**config.mk**
```make
export PLATFORM = sky130hd
export DESIGN_NAME = uart_bus_arbiter
export DESIGN_NICKNAME = d
export VERILOG_FILES = /design/src/rtl/uart_bus_arbiter.sv
export SDC_FILE = /design/constraint.sdc
export NUM_CORES = 1
export LEC_CHECK = 0
export CAP_MARGIN = 20
export CORE_MARGIN = 1.5
export CORE_UTILIZATION = 37
export DETAILED_ROUTE_END_ITERATION = 6
export GPL_TIMING_DRIVEN = 0
export PLACE_DENSITY = 0.78
export SKIP_CTS_REPAIR_TIMING = 1
export SLEW_MARGIN = 20
export SYNTH_ARGS = -nofsm -noshare
export SYNTH_HDL_FRONTEND = slang
export SYNTH_SLANG_ARGS = --single-unit
export TNS_END_PERCENT = 30
```
**constraint.sdc**
```tcl
create_clock -name clk_i -period 1.65 [get_ports clk_i]
set_input_delay 0.2475 -clock clk_i [delete_from_list [all_inputs] [get_ports clk_i]]
set_output_delay 0.2475 -clock clk_i [all_outputs]
set_load 0.01 [all_outputs]
```
**src/rtl/uart_bus_arbiter.sv**
```systemverilog
// uart_bus_arbiter: round-robin two-master arbiter in front of the memory-mapped UART slave.
// Optional WAIT-state timeout is enabled by defining UART_ARB_TIMEOUT_EN.
module uart_bus_arbiter #(
  parameter int          TIMEOUT_CYCLES = 1024,
  parameter logic [31:0] ERR_DATA       = 32'hDEAD_BEEF
) (
  input  logic        clk_i,
  input  logic        rstn_i,
  input  logic        m0_enable_i,
  input  logic        m0_read_i,
  input  logic [31:0] m0_addr_i,
  input  logic [31:0] m0_din_i,
  output logic [31:0] m0_dout_o,
  output logic        m0_ready_o,
  input  logic        m1_enable_i,
  input  logic        m1_read_i,
  input  logic [31:0] m1_addr_i,
  input  logic [31:0] m1_din_i,
  output logic [31:0] m1_dout_o,
  output logic        m1_ready_o,
  output logic        s_enable_o,
  output logic        s_read_o,
  output logic [31:0] s_addr_o,
  output logic [31:0] s_din_o,
  input  logic [31:0] s_dout_i,
  input  logic        s_ready_i,
  output logic        timeout_o
);
  typedef enum logic [1:0] {IDLE, ISSUE, WAIT, DONE} state_t;
  state_t      state, state_n;
  logic        last_grant, gnt, sel, any, hit, done_w, tmo, local_w;
  logic [31:0] req_addr, rdata;
  always_comb begin
    any      = m0_enable_i | m1_enable_i;
    sel      = (m0_enable_i && m1_enable_i) ? ~last_grant : m1_enable_i;
    req_addr = sel ? m1_addr_i : m0_addr_i;
    hit      = req_addr[31:4] == 28'h4000000 && req_addr[1:0] == 2'b00;
    local_w  = state == IDLE && any && !hit;
    done_w   = state == WAIT && (s_ready_i || tmo);
    rdata    = s_ready_i ? s_dout_i : ERR_DATA;
    state_n  = state;
    case (state)
      IDLE:  state_n = any ? (hit ? ISSUE : DONE) : IDLE;
      ISSUE: state_n = WAIT;
      WAIT:  state_n = done_w ? DONE : WAIT;
      DONE:  state_n = IDLE;
    endcase
  end
  always_ff @(posedge clk_i or negedge rstn_i) begin
    if (!rstn_i) begin
      state      <= IDLE;
      last_grant <= 1'b1;
      gnt        <= 1'b0;
      s_enable_o <= 1'b0;
      s_read_o   <= 1'b0;
      s_addr_o   <= '0;
      s_din_o    <= '0;
      m0_dout_o  <= '0;
      m1_dout_o  <= '0;
      m0_ready_o <= 1'b0;
      m1_ready_o <= 1'b0;
    end else begin
      state      <= state_n;
      s_enable_o <= state == ISSUE;
      m0_ready_o <= (local_w && !sel) || (done_w && !gnt);
      m1_ready_o <= (local_w && sel) || (done_w && gnt);
      if (state == IDLE && any) begin
        gnt      <= sel;
        s_read_o <= sel ? m1_read_i : m0_read_i;
        s_addr_o <= req_addr;
        s_din_o  <= sel ? m1_din_i : m0_din_i;
      end
      if (local_w && sel) m1_dout_o <= '0;
      if (local_w && !sel) m0_dout_o <= '0;
      // writes leave dout alone unless the slave timed out
      if (done_w && (tmo || s_read_o) && gnt) m1_dout_o <= rdata;
      if (done_w && (tmo || s_read_o) && !gnt) m0_dout_o <= rdata;
      if (done_w) last_grant <= gnt;
    end
  end
`ifdef UART_ARB_TIMEOUT_EN
  logic [15:0] wcnt;
  assign tmo = state == WAIT && !s_ready_i && wcnt == 16'(TIMEOUT_CYCLES - 1);
  always_ff @(posedge clk_i or negedge rstn_i) begin
    if (!rstn_i) begin
      wcnt      <= '0;
      timeout_o <= 1'b0;
    end else begin
      wcnt      <= state == ISSUE ? '0 : state == WAIT ? wcnt + 16'd1 : wcnt;
      timeout_o <= timeout_o | tmo;
    end
  end
`else
  assign tmo       = 1'b0 & (TIMEOUT_CYCLES > 0);
  assign timeout_o = 1'b0;
`endif
endmodule
```
# Word-level counts from Yosys, hierarchy flattened
# Cells that the tools add are included.
[word_totals]
out_inout_bits = 133
ff_bits = 136
input_bits = 167
word_cells = 51
[op_classes]
eq_ne = 4
reduce_logical = 21
muxes = 13
n_bitwise = 2
[ops]
columns = ["op", "count"]
rows = [
  ["32-bit two-way mux", 7],
  ["28-bit by 27-bit == test with 1-bit output, second input constant", 1],
  ["1-bit logical AND", 12],
  ["2-bit case mux with 4 select lines", 1],
  ["2-bit == test, second input constant", 2],
  ["2-bit logical NOT", 2],
  ["2-bit two-way mux", 2],
  ["2-bit nonzero test", 2],
  ["1-bit logical NOT", 3],
  ["1-bit two-way mux", 3],
  ["2-bit by 1-bit == test with 1-bit output, second input constant", 1],
  ["1-bit logical OR", 2],
  ["1-bit inverter", 1],
  ["1-bit OR", 1],
]

# Depth between registers and ports, before layout
# Gate-level depths: netlist (run 1).
[logic_depth]
word_depth = 10
depth_mapped = 8
mapped_depth_nobuf = 7

# Worst setup path after synthesis (run 1)
# OpenSTA, ideal clock, no wires.
[synth_timing]
path_kind = "register -> register"
from = "register state[0]"
to = "register m0_dout_o[10]"
slack_ns = -0.028
n_path_buf = 2
required_time_ns = 1.517
synth_period_minus_slack_ns = 1.678
stages_incl_launch_ff = 8
t_arrival_ns = 1.545
setup_time_ns = 0.133
path_cell_list = "dfrtp_1 > inv_1 > ha_1 > o21ai_0 > buf_2 > a211oi_4 > buf_2 > o22ai_1"
[synth_via]
elab_chain_cells = 5
word_cells_on_any_way = 10
classes_between = "eq/ne: 1; mux: 1; reduce/logical: 8"
[synth_lines]
columns = ["item", "line_no", "rtl"]
rows = [
  ["start, declared", "30", "state_t state, state_n;"],
  ["start signal, assigned", "63", "state <= state_n;"],
  ["2-bit == test / 2-bit logical NOT (equally long branches)", "39, 38", ""],
  ["1-bit logical AND (on tied branches)", "39, 38", ""],
  ["1-bit logical AND (on tied branches)", "77, 38", ""],
  ["1-bit logical AND (on tied branches)", "77, 74", ""],
  ["32-bit two-way mux / 2-bit nonzero test (equally long branches)", "n/a", ""],
  ["end signal, assigned", "77", "if (done_w && (tmo || s_read_o) && !gnt) m0_dout_o <= rdata;"],
  ["end, declared", "13", "output logic [31:0] m0_dout_o,"],
]
# Parallel ways exist; a longest one is shown, timed or not.
# A chain may end at the register's enable or synchronous reset.

# Worst setup path in the final report (run 1)
[layout_timing]
from = "register last_grant"
to = "register m0_dout_o[5]"
[layout_via]
elab_chain_cells = 9
word_cells_on_any_way = 11
classes_between = "eq/ne: 1; mux: 2; bitwise: 1; reduce/logical: 7"
[layout_lines]
columns = ["item", "line_no", "rtl"]
rows = [
  ["start, declared", "31", "logic last_grant, gnt, sel, any, hit, done_w, tmo, local_w;"],
  ["start signal, assigned", "78", "if (done_w) last_grant <= gnt;"],
  ["1-bit inverter *", "35", "sel = (m0_enable_i && m1_enable_i) ? ~last_grant : m1_enable_i;"],
  ["1-bit two-way mux *", "35", ""],
  ["32-bit two-way mux", "36", "req_addr = sel ? m1_addr_i : m0_addr_i;"],
  ["28-bit by 27-bit == test with 1-bit output / 2-bit logical NOT (equally long branches)", "37", "hit = req_addr[31:4] == 28'h4000000 && req_addr[1:0] == 2'b00;"],
  ["1-bit logical AND", "37", ""],
  ["1-bit logical NOT", "38", "local_w = state == IDLE && any && !hit;"],
  ["1-bit logical AND", "38", ""],
  ["1-bit logical AND *", "74", "if (local_w && !sel) m0_dout_o <= '0;"],
  ["2-bit nonzero test (no source line) *", "n/a", ""],
]
# Mark *: on every way between the ends. The rest lies on a longest branch, timed or not.

==> impl_metrics.env, run 1 <==
export IMPL_status="finished, violations left"
export IMPL_violations="setup timing"
export IMPL_vdd_drop_max_v=0.000757
export IMPL_drc=0
export IMPL_drive_gt1_share_pct=11.6
export IMPL_setup_slack_ns=-0.340
export IMPL_ys_warnings_count=0
export IMPL_vias=5832
export IMPL_synth_cells=590
export IMPL_crit_type="reg -> reg"
export IMPL_wl_met1_um=8290
export IMPL_relSlewSlack_pct=57.0
export IMPL_drt_total_wl_um=21500
export IMPL_met3_length_um=1510
export IMPL_synth_seq_area_share_pct=56.7
export IMPL_die_area_mm2=0.0170
export IMPL_cp_start_kind="register"
export IMPL_critPathMaxStageDelay_ns=0.58
export IMPL_hold_path_class="in -> reg"
export IMPL_dpl_instance_area_mm2=0.00928
export IMPL_async_reset_ff_share_pct=100
export IMPL_via_per_inst=5.10
export IMPL_min_path_cells=3
export IMPL_worstPathRequired_ns=1.98
export IMPL_grt_pass1_vias=5713
export IMPL_final_common_cell="clkdlybuf4s50_1"
export IMPL_final_area_mm2=0.0103
export IMPL_rows=46
export IMPL_dieHeight_um=130
export IMPL_hold_end="state[0]$_DFF_PN0_"
export IMPL_cts_tree="done"
export IMPL_synth_top_area_share_pct=56.2
export IMPL_power_mw=17.7
export IMPL_syn_area_per_cell_um2=10.2
export IMPL_p_leak_nw=4.55
export IMPL_crit_family="compound AO/OA/AOI/OAI gates"
export IMPL_ys_types=29
export IMPL_antenna_diode_count=0
export IMPL_maxCapViolCount=0
export IMPL_syn_to_final_growth_pct=71.3
export IMPL_syn_area_mm2=0.00601
export IMPL_fin_nets=1087
export IMPL_cts_htree_levels=4
export IMPL_yosysTopAreaCell="dfrtp_1"
export IMPL_portBuffers=297
export IMPL_worstHoldStart="s_ready_i"
export IMPL_cpMaxStageDelayCell="dfstp_2"
export IMPL_core_mm2=0.0159
export IMPL_cts_sinks=136
export IMPL_crit_top_cell="buf_6"
export IMPL_worst_setup_path_end_kind="register"
export IMPL_finalHoldViolCount=0
export IMPL_antenna_left=0
export IMPL_drt_wirelength_per_cell_um=18.8
export IMPL_ios=300
export IMPL_synthTopCellsByArea="dfrtp_1 (56%), mux2i_1 (11%), nand2_1 (9.0%)"
export IMPL_cts_buffers=17
export IMPL_fin_crit_sh_pct=121
export IMPL_clk_pin_slew_worst_paths_ns=0.06
export IMPL_worstSkewPairLatency_ns=0.42
export IMPL_reg2regPathDepth=8
export IMPL_track_usage_pct=24.6
export IMPL_die_x_um=130
export IMPL_drtPass1Iterations=5
export IMPL_path_cells="a21bo_4 -> buf_4 -> nand4_1 -> a2bb2oi_4 -> a211oi_4 -> buf_6 -> buf_6 -> o22ai_1"
export IMPL_rrSetupSlack_ns=-0.34
export IMPL_first_iter_violations=307
export IMPL_arrival_ns=2.32
export IMPL_setup_viol=127
export IMPL_synth_edf_count=0
export IMPL_grt_pass1_wl_um=31400
export IMPL_wl_met2_um=11200
export IMPL_fin_crit_ns=1.99
export IMPL_top_layer="met4"
export IMPL_tightest_slew_ns=0.645
export IMPL_worstPathMaxFanout=5
export IMPL_syn_nets=761
export IMPL_synth_seq_cells=136
export IMPL_hpwl_um=16000
export IMPL_r2r_start="last_grant$_DFFE_PN1P_"
export IMPL_rsz0062_at_grt="true"
export IMPL_grt_max_degree=72
export IMPL_p_per_area_mw_per_mm2=1720
export IMPL_overflow=0
export IMPL_antenna_found_initial=0
export IMPL_start_util_pct=37.8
export IMPL_final_max_slew_violation_count=0
export IMPL_path_depth=8
export IMPL_place_congestion=0.832
export IMPL_synth_main_ff_cell="dfrtp_1"
export IMPL_cts_root_buf="clkbuf_16"
export IMPL_r2r_end="m0_dout_o[5]$_DFFE_PN0P_"
export IMPL_final_cell_mix="clkdlybuf4s50_1 (291), nand2_1 (143), dfrtp_1 (134), mux2i_1 (65), o22ai_1 (43)"
export IMPL_skew_ns=0.00977
export IMPL_clockBufferDepth=2
export IMPL_fmax_ghz=0.502
export IMPL_crit_buf_inv=3
kinds of logic after synthesis:
logic type	after synthesis	synth area share (%)
and+or+nand+nor	197	14.3
AOI/OAI and AO/OA	140	13.9
DFF	136	56.7
muxes	65	10.8
buffers and inverters	47	3.37
adders and majority gates	4	0.833
other	1	0.0624
routing by layer:
layer	up-vias	track usage, %
met5	-	0
met4	0	7.50
met3	31	6.68
met2	256	43.3
met1	2816	29.4
li1	2729	-
through the flow:
stage          std cells  setup TNS [ns]  setup WS [ns]  hold slack, ns  utilization (%)
3_3_place_gp        1103         -796.43          -5.08           0.462             58.2
4_1_cts             1135          -64.02         -0.693          -0.203             62.3
6_report            1144          -21.42         -0.340           0.347             64.8
3_5_place_dp        1104         -112.75          -1.01           0.248             58.4
2_1_floorplan        590          -0.603        -0.0280         -0.0481                -
5_1_grt             1144          -27.97         -0.371           0.395             64.8
worst max-delay path by stage:
stage / start / endpoint / slack, ns
after global placement: rstn_i / s_addr_o[12]$_DFFE_PN0P_ / -5.08
after floorplan: state[0]$_DFF_PN0_ / m0_dout_o[10]$_DFFE_PN0P_ / -0.03
final: last_grant$_DFFE_PN1P_ / m0_dout_o[5]$_DFFE_PN0P_ / -0.34
after detailed placement: m0_enable_i / s_din_o[18]$_DFFE_PN0P_ / -1.01
after global routing: last_grant$_DFFE_PN1P_ / m0_dout_o[27]$_DFFE_PN0P_ / -0.37
after CTS: state[1]$_DFF_PN0_ / m0_dout_o[10]$_DFFE_PN0P_ / -0.69
Yosys cell counts (all sizes together) (2+ instances only):
cell and instances:
nor3 4, o21ai 69, nand2 144, nor4 10
nand4 5, nor2b 24, buf 23, mux2i 65
nor2 3, clkbuf 21, nand3 3, dfrtp 135
inv 3, nor3b 2, ha 4, o22ai 65
tightest hold or removal path, cell delays in order:
cell,delay (ns)
clkbuf_1,0.20
nand2_1,0.18
o21ai_0,0.08
area by class of cell:
| class | count | area, um2 |
|---|---|---|
| Multi-Input combinational cell | 407 | 2590 |
| Buffer | 44 | 299 |
| Timing Repair Buffer | 307 | 3110 |
| Sequential cell | 136 | 3410 |
| Inverter | 3 | 11.3 |
| Fill cell | 1302 | 5590 |
| Clock buffer | 20 | 467 |
| Tap cell | 216 | 270 |
| Clock inverter | 11 | 146 |
registers in the layout, indices dropped and copies added, names as in the netlist:
signal and cells:
m0_ready_o 1, s_din_o 32, m1_dout_o 32, last_grant 1, s_enable_o 1, m1_ready_o 1
gnt 1, m0_dout_o 32, s_read_o 1, state 2, s_addr_o 32
report_power, final:
part	internal, mW	switching (mW)
clock network	2.49	1.44
logic	4.24	3.73
registers	4.88	0.883
total	11.6	6.05
Power figures use the tool's default switching activity.
==> run 2, diff against run 1 <==
Settings changed: CORE_UTILIZATION 37 to 41, CTS_CLUSTER_DIAMETER set to 120, PLACE_DENSITY 0.78 to 0.82.
Clock period 1.65 ns to 2.05 ns, I/O delays scaled along.
==> impl_metrics.env, run 2 (synthesis gave the netlist of run 1 again) <==
export IMPL_final_cell_mix="clkdlybuf4s50_1 (296), nand2_1 (144), dfrtp_1 (135), o22ai_1 (65), mux2i_1 (65)"
export IMPL_syn_to_final_growth_pct=67.4
export IMPL_cpMaxStageDelayCell="clkdlybuf4s50_1"
export IMPL_dpl_instance_area_mm2=0.00924
export IMPL_tightest_slew_ns=0.551
export IMPL_cts_sinks=136
export IMPL_hold_path_class="in -> reg"
export IMPL_drt_total_wl_um=20500
export IMPL_dp_cells=1072
export IMPL_relSlewSlack_pct=63.3
export IMPL_grt_max_degree=81
export IMPL_clk_pin_slew_worst_paths_ns=0.06
export IMPL_die_area_mm2=0.0154
export IMPL_final_area_mm2=0.0101
export IMPL_worst_setup_path_end_kind="register"
export IMPL_power_mw=14.5
export IMPL_p_leak_nw=4.43
export IMPL_maxCapViolCount=0
export IMPL_antenna_left=0
export IMPL_path_cells="clkdlybuf4s50_1 -> a21boi_4 -> nor3_1 -> a2bb2oi_2 -> a211oi_4 -> buf_4 -> buf_6 -> o22ai_1"
export IMPL_grt_pass1_vias=5808
export IMPL_setup_viol=0
export IMPL_drive_gt1_share_pct=7.26
export IMPL_cts_tree="done"
export IMPL_cp_startpoint="m1_enable_i"
export IMPL_fin_crit_sh_pct=96.4
export IMPL_track_usage_pct=26.7
export IMPL_fill_cells=1090
export IMPL_antenna_found_initial=0
export IMPL_worstSkewPairLatency_ns=0.42
export IMPL_overflow=0
export IMPL_ios=300
export IMPL_vdd_drop_max_v=0.000652
export IMPL_drc=0
export IMPL_hold_slack_ns=0.370
export IMPL_core_mm2=0.0144
export IMPL_antenna_diode_count=0
export IMPL_worstHoldStart="s_ready_i"
export IMPL_via_per_inst=5.21
export IMPL_portBuffers=297
export IMPL_final_common_cell="clkdlybuf4s50_1"
export IMPL_place_congestion=0.882
export IMPL_grt_pass1_wl_um=30700
export IMPL_fmax_ghz=0.506
export IMPL_fin_crit_ns=1.98
export IMPL_final_max_slew_violation_count=0
export IMPL_cts_htree_levels=4
export IMPL_finalHoldViolCount=0
export IMPL_crit_type="in -> reg"
export IMPL_r2r_start="last_grant$_DFFE_PN1P_"
export IMPL_post_layout_nonfiller_instances=1107
export IMPL_drt_wirelength_per_cell_um=18.6
export IMPL_cp_start_kind="primary input"
export IMPL_tns_ns=0
export IMPL_status="completed"
export IMPL_p_per_area_mw_per_mm2=1440
export IMPL_start_util_pct=41.6
export IMPL_die_x_um=124
export IMPL_worstPathMaxFanout=10
export IMPL_worstPathRequired_ns=2.32
export IMPL_clockBufferDepth=2
export IMPL_cts_root_buf="clkbuf_16"
export IMPL_fin_nets=1082
export IMPL_arrival_ns=2.25
export IMPL_drtPass1Iterations=5
export IMPL_critPathMaxStageDelay_ns=0.55
export IMPL_first_iter_violations=314
export IMPL_skew_ns=0.00953
export IMPL_vias=5766
export IMPL_hpwl_um=15400
export IMPL_rows=44
export IMPL_dieHeight_um=124
export IMPL_cts_buffers=17
==> run 2: cell count changes in the layout (fill, tap and decap cells not counted), moves of 5 or more <==
cell	delta
o22ai_2	-22
o22ai_1	+22
buf_1	+5
clkdlybuf4s50_1	+5
buf_2	+6
clkinvlp_4	-5
clkbuf_1	+7
clkbuf_2	-8
dlymetal6s2s_1	-5
bufinv_16	+5
buf_6	-9
==> run 2: per-stage QoR <==
stage          setup WS, ns  utilization (%)
5_1_grt             -0.0397             69.7
3_3_place_gp          -4.70             63.9
4_1_cts              -0.219             69.1
6_report             0.0748             69.7
2_1_floorplan         0.372                -
3_5_place_dp         -0.528             64.1
==> run 2: area by class of cell <==
cell class              instances  area [um2]  share of cell area, %
well taps                     184         230                   2.29
multi-input cells             407        2440                   24.2
repair buffers                302        3040                   30.2
inverters                       3        11.3                  0.112
clock inverters                11         267                   2.65
plain buffers                  44         210                   2.09
flip-flops and latches        136        3400                   33.9
clock buffers                  20         457                   4.54
==> run 2: worst paths after layout <==
path                       slack [ns]                        end  cells past startpoint
setup / recovery                 0.07  m0_dout_o[16]$_DFFE_PN0P_                      8
hold / removal                   0.37         state[0]$_DFF_PN0_                      3
setup reg to reg                 0.08    s_addr_o[1]$_DFFE_PN0P_                      5
hold reg to reg                  0.47    s_addr_o[7]$_DFFE_PN0P_                      2
max in group asynchronous        0.85     last_grant$_DFFE_PN1P_                      3
min in group asynchronous        0.42  m1_dout_o[19]$_DFFE_PN0P_                      2
==> run 2: power breakdown <==
part	switching (mW)	total [mW]	internal [mW]
sequential	0.694	4.62	3.93
combinational	2.94	6.13	3.19
clock	1.14	3.73	2.59
==> run 2: worst max-delay path: cells and delay by family <==
family	cells	cell delay, ns
AO/OA/AOI/OAI	4	0.97
AND/OR/NAND/NOR	1	0.11
buffers and inverters	3	0.86
==> run 2: metal layers <==
metal  GRT usage, %  wire length (um)  vias up  part of all wire, %
met2           46.9             10500      242                   51
met3           6.64              1490       38                  7.2
met5              0                 0        -                    0
met4           10.7               562        0                  2.7
met1           31.1              8010     2768                   39
li1               -                 -     2718                    -
==> run 3, diff against run 2 <==
Settings changed: GPL_TIMING_DRIVEN 0 to unset.
==> impl_metrics.env, run 3 (synthesis gave the netlist of run 1 again) <==
export IMPL_status="completed"
export IMPL_vias=5543
export IMPL_drt_wirelength_per_cell_um=16.7
export IMPL_ios=300
export IMPL_cts_root_buf="clkbuf_16"
export IMPL_drtPass1Iterations=5
export IMPL_r2r_start="last_grant$_DFFE_PN1P_"
export IMPL_fmax_ghz=0.516
export IMPL_setup_viol=0
export IMPL_r2r_end="m1_dout_o[20]$_DFFE_PN0P_"
export IMPL_hpwl_um=13500
export IMPL_final_max_slew_violation_count=0
export IMPL_syn_to_final_growth_pct=66.6
export IMPL_overflow=0
export IMPL_die_x_um=124
export IMPL_core_mm2=0.0144
export IMPL_drive_gt1_share_pct=8.03
export IMPL_hold_path_class="in -> async"
export IMPL_die_area_mm2=0.0154
export IMPL_crit_type="in -> reg"
export IMPL_cpMaxStageDelayCell="clkdlybuf4s50_1"
export IMPL_regArea_mm2=0.00340
export IMPL_rrSetupSlack_ns=0.23
export IMPL_antenna_left=0
export IMPL_setup_slack_ns=0.113
export IMPL_cts_buffers=17
export IMPL_crit_family="buffers and inverters"
export IMPL_p_per_area_mw_per_mm2=1360
export IMPL_clockBufferDepth=2
export IMPL_arrival_ns=2.26
export IMPL_path_cells="clkdlybuf4s50_1 -> nor4_1 -> buf_4 -> nand4_1 -> a22oi_2 -> a21oi_2 -> buf_12 -> o22ai_1"
export IMPL_rsz0062_at_grt="false"
export IMPL_worst_setup_path_end_kind="register"
export IMPL_fin_nets=1067
export IMPL_cts_sinks=136
export IMPL_fin_crit_sh_pct=94.5
export IMPL_p_leak_nw=4.42
export IMPL_cts_htree_levels=4
export IMPL_track_usage_pct=23.6
export IMPL_grt_pass1_wl_um=27300
export IMPL_drc=0
export IMPL_relSlewSlack_pct=63.6
export IMPL_antenna_found_initial=0
export IMPL_finalHoldViolCount=0
export IMPL_grt_pass1_vias=5282
export IMPL_hold_slack_ns=0.441
export IMPL_final_common_cell="clkdlybuf4s50_1"
export IMPL_portBuffers=298
export IMPL_worstPathMaxFanout=32
export IMPL_final_cell_mix="clkdlybuf4s50_1 (297), nand2_1 (143), dfrtp_1 (135), o22ai_1 (65), mux2i_1 (65)"
export IMPL_cp_start_kind="primary input"
export IMPL_place_congestion=0.859
export IMPL_grt_max_degree=95
export IMPL_skew_ns=0.00854
export IMPL_dieHeight_um=124
export IMPL_worstSkewPairLatency_ns=0.42
export IMPL_fin_util_pct=69.4
export IMPL_fill_cells=1103
export IMPL_clk_pin_slew_worst_paths_ns=0.06
export IMPL_critPathMaxStageDelay_ns=0.42
export IMPL_fin_crit_ns=1.94
export IMPL_rows=44
export IMPL_final_area_mm2=0.0100
export IMPL_vdd_drop_max_v=0.000603
export IMPL_antenna_diode_count=0
export IMPL_start_util_pct=41.6
export IMPL_cts_tree="done"
export IMPL_via_per_inst=5.07
export IMPL_reg2regPathDepth=6
export IMPL_first_iter_violations=334
export IMPL_cp_startpoint="m0_addr_i[6]"
export IMPL_drt_total_wl_um=18200
export IMPL_dpl_instance_area_mm2=0.00939
export IMPL_crit_buf_inv=3
export IMPL_worstPathRequired_ns=2.38
export IMPL_multi_input_area_mm2=0.00242
export IMPL_maxCapViolCount=0
export IMPL_tightest_slew_ns=0.546
export IMPL_dp_slack_ns=-0.257
==> run 3: area by class of cell <==
cell class	count	area share, %
Inverter	3	0.113
Clock inverter	12	1.49
Timing Repair Buffer	331	33.3
Clock buffer	20	4.56
Tap cell	184	2.30
Multi-Input combinational cell	407	24.2
Sequential cell	136	34.0
==> run 3: routing by layer <==
layer | track usage, % | vias to the layer above | wire, um
met1 | 28.3 | 2584 | 7310
met3 | 7.28 | 27 | 1470
met5 | 0 | - | 0
met4 | 8.95 | 0 | 389
met2 | 39.8 | 248 | 9030
li1 | - | 2684 | -
==> run 3: worst max-delay path by stage <==
stage	depth (start not counted)	endpoint
global placement	8	m1_dout_o[21]$_DFFE_PN0P_
finish	8	m1_dout_o[20]$_DFFE_PN0P_
detailed placement	8	m1_dout_o[17]$_DFFE_PN0P_
CTS	8	m1_dout_o[17]$_DFFE_PN0P_
floorplan	7	m0_dout_o[10]$_DFFE_PN0P_
global route	8	m0_dout_o[27]$_DFFE_PN0P_
==> run 3: power by group <==
part	leakage (nW)	total [mW]	switching [mW]	internal, mW
registers	1.76	4.61	0.687	3.93
clock network	0.288	3.11	1.14	1.97
logic	2.37	5.93	2.72	3.21
total	4.42	13.7	4.55	9.11
==> run 3: per-stage QoR <==
stage          instances  power, mW  setup TNS (ns)
6_report            1093       13.7               0
5_1_grt             1093       14.5               0
4_1_cts             1092       13.8               0
2_1_floorplan        590       7.07               0
3_3_place_gp        1060       10.4           -9.25
3_5_place_dp        1060       10.6          -13.76
